`config.mk`:
```
export PLATFORM = sky130hd
export DESIGN_NAME = mul_share_ctrl
export DESIGN_NICKNAME = d
export VERILOG_FILES = /design/src/rtl/mul_share_ctrl.sv
export SDC_FILE = /design/constraint.sdc
export NUM_CORES = 1
export LEC_CHECK = 0
export ABC_AREA = 1
export CORE_MARGIN = 5
export CORE_UTILIZATION = 38
export DETAILED_ROUTE_END_ITERATION = 6
export PLACE_DENSITY = 0.86
export SKIP_CTS_REPAIR_TIMING = 1
export SLEW_MARGIN = 0
export SYNTH_ARGS = -nofsm -noshare
export SYNTH_HDL_FRONTEND = slang
export SYNTH_SLANG_ARGS = --single-unit
```
`constraint.sdc`:
```
create_clock -name clk -period 1.6 [get_ports clk]
set_input_delay 0.16 -clock clk [delete_from_list [all_inputs] [get_ports clk]]
set_output_delay 0.16 -clock clk [all_outputs]
set_load 0.02 [all_outputs]
```
`src/rtl/mul_share_ctrl.sv`:
```
// mul_share_ctrl: round-robin scheduler in front of the shared 8-bit CSA
// multiplier. Two requesters compete. The winning operands are registered onto
// the multiplier inputs and held for SETTLE_CYCLES edges, so the combinational
// CSA/CLA path can settle. Pr/OF are then captured and returned on one tagged
// response channel. The next operation is accepted only after the response
// handshake, so the multiplier inputs never move while a result is pending.
module mul_share_ctrl #(
   parameter int SETTLE_CYCLES = 2,
   parameter int CNT_W         = 4
) (
   input  logic       clk,
   input  logic       rst,
   input  logic       req0_valid,
   output logic       req0_ready,
   input  logic [7:0] req0_a,
   input  logic [7:0] req0_b,
   input  logic       req0_signed,
   input  logic       req1_valid,
   output logic       req1_ready,
   input  logic [7:0] req1_a,
   input  logic [7:0] req1_b,
   input  logic       req1_signed,
   output logic       resp_valid,
   input  logic       resp_ready,
   output logic       resp_id,
   output logic [7:0] resp_prod,
   output logic       resp_of,
   output logic [7:0] mul_a,
   output logic [7:0] mul_b,
   output logic       mul_cont,
   input  logic [7:0] mul_pr,
   input  logic       mul_of
);

   typedef enum logic [1:0] {
      IDLE   = 2'd0,
      SETTLE = 2'd1,
      RESP   = 2'd2
   } state_t;

   state_t           state, state_nx;
   logic [CNT_W-1:0] cnt;
   logic             last_id;   // last granted requester; reset to 1 so req0 wins the first tie
   logic             op_id;     // owner of the in-flight operation
   logic             grant_id;
   logic             grant_any;
   logic             accept;

   // Round-robin pick: a lone requester always wins, and a tie goes to the one not served last.
   always_comb begin
      grant_any = req0_valid | req1_valid;
      grant_id  = 1'b0;
      if (req0_valid & req1_valid)
         grant_id = ~last_id;
      else if (req1_valid)
         grant_id = 1'b1;
   end

   // Next state and handshake readies. Readies are forced low while rst is asserted.
   always_comb begin
      state_nx   = state;
      req0_ready = 1'b0;
      req1_ready = 1'b0;
      accept     = 1'b0;
      case (state)
         IDLE: begin
            if (grant_any && !rst) begin
               accept     = 1'b1;
               req0_ready = ~grant_id;
               req1_ready = grant_id;
               state_nx   = SETTLE;
            end
         end
         SETTLE: begin
            if (cnt == '0)
               state_nx = RESP;
         end
         RESP: begin
            if (resp_ready)
               state_nx = IDLE;
         end
         default: state_nx = IDLE;
      endcase
   end

   // State register.
   always_ff @(posedge clk or posedge rst) begin
      if (rst)
         state <= IDLE;
      else
         state <= state_nx;
   end

   // Operand latch, settle countdown, result capture and response handshake.
   always_ff @(posedge clk or posedge rst) begin
      if (rst) begin
         cnt        <= '0;
         last_id    <= 1'b1;
         op_id      <= 1'b0;
         mul_a      <= 8'h00;
         mul_b      <= 8'h00;
         mul_cont   <= 1'b0;
         resp_valid <= 1'b0;
         resp_id    <= 1'b0;
         resp_prod  <= 8'h00;
         resp_of    <= 1'b0;
      end else begin
         case (state)
            IDLE: begin
               if (accept) begin
                  mul_a    <= grant_id ? req1_a      : req0_a;
                  mul_b    <= grant_id ? req1_b      : req0_b;
                  mul_cont <= grant_id ? req1_signed : req0_signed;
                  op_id    <= grant_id;
                  last_id  <= grant_id;
                  cnt      <= CNT_W'(SETTLE_CYCLES - 1);
               end
            end
            SETTLE: begin
               if (cnt == '0) begin
                  resp_prod  <= mul_pr;
                  resp_of    <= mul_of;
                  resp_id    <= op_id;
                  resp_valid <= 1'b1;
               end else begin
                  cnt <= cnt - 1'b1;
               end
            end
            RESP: begin
               // Data registers keep their last value after the handshake.
               if (resp_ready)
                  resp_valid <= 1'b0;
            end
            default: ;
         endcase
      end
   end

endmodule
```
==> out/metrics.cfg <==
[yosys]
ys_ff_latch=36
syn_nets=279
syn_area_um2=1792
syn_avg_cell_area_um2=7.824
yosys_warnings=0
yosysSeqAreaShare=0.5035
synth_cell_types=22
postSynthCellCount=229

[setup_path]
arrival_ns=1.35
cp_max_fo=3
cp-startpoint=last_id
cp-start-kind=flip-flop
path_cells=nand2_1 -> nand2_1 -> buf_4 -> nor2_1 -> dlymetal6s2s_1
slowest_stage=dfstp_2
cp_slowest_stage_delay_ns=0.53
crit_top_cell=nand2_1
crit_buf_inv=2
critical_path_class=reg -> out
timing.rr.start=cnt[0]
endpoint_kind=output port
path_delay_family=flip-flops
required_ns=1.44

[sta]
timing.fmax_mhz=663.1
slew_viol_final=0
finalHoldViolCount=0
rsz0062_at_grt=no
period_minus_slack_ns=1.508
worst_slew_pin_slew_ns=0.4455
post-route-period-util=0.9425
setup_ws_ns=0.09201
finClkSkew_ns=0.005237
setup_viol=0
max_slew_margin=0.7030

[drt]
top_layer_used=met4
viasPerCell=4.365
wl_per_cell_um=11.60
wl_met2_um=2190
met3RoutedLength_um=337
dr.pass1.iters=4
drt-total-wl_um=4293
wl_met1_um=1728
vias=1615
drc_errors=0
ant_nets=0
drt-initial-drc-count=48

[cells_and_area]
area_growth_pct=52.37
multi_input_area_um2=725.7
fin_util=0.5858
drive_gt1_frac=0.1234
fillers=414
seqCellArea_um2=902.1
nets=365
diodes=0
final_cell_area_um2=2730

[power]
powerDensity_nw_per_um2=1816
p_leak_nw=1.410
worst_ir_drop_vdd_v=0.0009643

[hold_path]
hold_path_class=in -> async

[die]
dieWidth_um=78.67
pin_count=78
die_h_um=78.67
rows=25
die_area_um2=6188
core-area_um2=4661
initial_core_util=0.3844

[global_routing]
grt_use_total=0.1449
overflow=0
first_global_vias=1574
grt_max_degree=37
antenna_found_initial=0
grt_pass1_wl_um=7065

[clocking]
clk_pin_slew_ns=0.07
worstSkewPairLatency_ns=0.28
cts_made_buffers=5
htree_levels=2
root_buffer=clkbuf_8
clockBufferDepth=2
cts_tree=built
numClockSinks=36

[placement]
placed_area_um2=2633
place.gp.congestion=0.6985
io_buffers=77
pre_cts_ws_ns=-0.2268
place_hpwl_um=3288

[job]
max_cap_violations=0

[status]
status=complete, no violations

[path summary, 6_finish.rpt]
check	end	slack, ns	cells after the start
max	req1_ready	0.09	5
min	op_id	0.40	3
max reg2reg	resp_prod[1]	0.31	6
min reg2reg	resp_prod[5]	0.48	2
max in group asynchronous	last_id	0.85	3
min in group clk	resp_prod[0]	0.42	3
[worst reg2reg max path: cells and delay by family (launching register included)]
kind	cells	cell delay [ns]
fa+ha+maj	1	0.20
flops	1	0.39
simple gates	2	0.19
buf+inv	2	0.36
compound gates	1	0.05
[stage by stage]
| stage | hold slack [ns] | instances | TNS, ns | total power [mW] |
|---|---|---|---|---|
| final | 0.4021 | 370 | 0 | 4.958 |
| after global routing | 0.4151 | 370 | 0 | 5.336 |
| after CTS | 0.4110 | 370 | -0.6384 | 5.044 |
| after detailed placement | 0.4642 | 362 | -0.4284 | 4.306 |
| after global placement | 0.4604 | 362 | -0.4099 | 4.227 |
| after floorplan | 0.1292 | 229 | 0 | 3.206 |
[logic make-up (layout without fill, tap and decap cells)]
kind of cell,after synthesis,count (layout),share of synthesized area
buffers and inverters,30,117,0.09148
flip-flops,36,36,0.5035
AO/OA/AOI/OAI,16,16,0.06913
AND/OR/NAND/NOR,145,145,0.3219
adder cells (fa/ha/maj),2,2,0.01396
[placed cells by master, fill, tap and decap left out, types with 2 or more instances in the layout]
master	netlist	routed
inv_2	2	2
o21ai_2	10	10
nor2_1	5	5
nand2_1	131	131
dfrtp_1	35	35
buf_4	2	10
ha_1	2	2
nand2_2	2	2
clkdlybuf4s50_1	0	75
clkbuf_8	0	7
nand3_1	4	4
o21ai_1	2	2
inv_1	19	18
[cell usage after synthesis, drive strengths merged]
| cell type | count | area share |
|---|---|---|
| nand2 | 133 | 0.28 |
| dfrtp | 35 | 0.49 |
| inv | 21 | 0.044 |
| dfstp | 1 | 0.015 |
| o21ai | 13 | 0.057 |
| a21oi | 2 | 0.0077 |
| buf | 8 | 0.043 |
| o31ai | 1 | 0.0042 |
| nand3 | 6 | 0.027 |
| clkinv | 1 | 0.0049 |
| ha | 2 | 0.014 |
| nor2 | 6 | 0.014 |
[state kept, by name, indices dropped and copies added (netlist names)]
name and cells:
resp_valid 1, last_id 1, mul_cont 1, op_id 1
mul_a 8, cnt 4, mul_b 8, resp_prod 8
state 2, resp_of 1, resp_id 1
[power breakdown]
part / internal [mW] / switching [mW]
Combinational: 1.19 / 1.45
Clock: 0.393 / 0.307
Sequential: 1.37 / 0.245
[area by class of cell]
type | count | share of cell area
flip-flops and latches | 36 | 0.3304
repair buffers | 87 | 0.3089
multi-input cells | 163 | 0.2658
clock buffers | 8 | 0.03666
inverters | 22 | 0.03346
well taps | 54 | 0.02475
[layer usage]
layer | GRT usage | vias to the layer above
met5 | 0 | -
met4 | 0.04196 | 0
met3 | 0.04817 | 5
met2 | 0.2691 | 44
met1 | 0.1542 | 711
li1 | - | 855
Note: power is estimated with default switching activity, not from simulation.
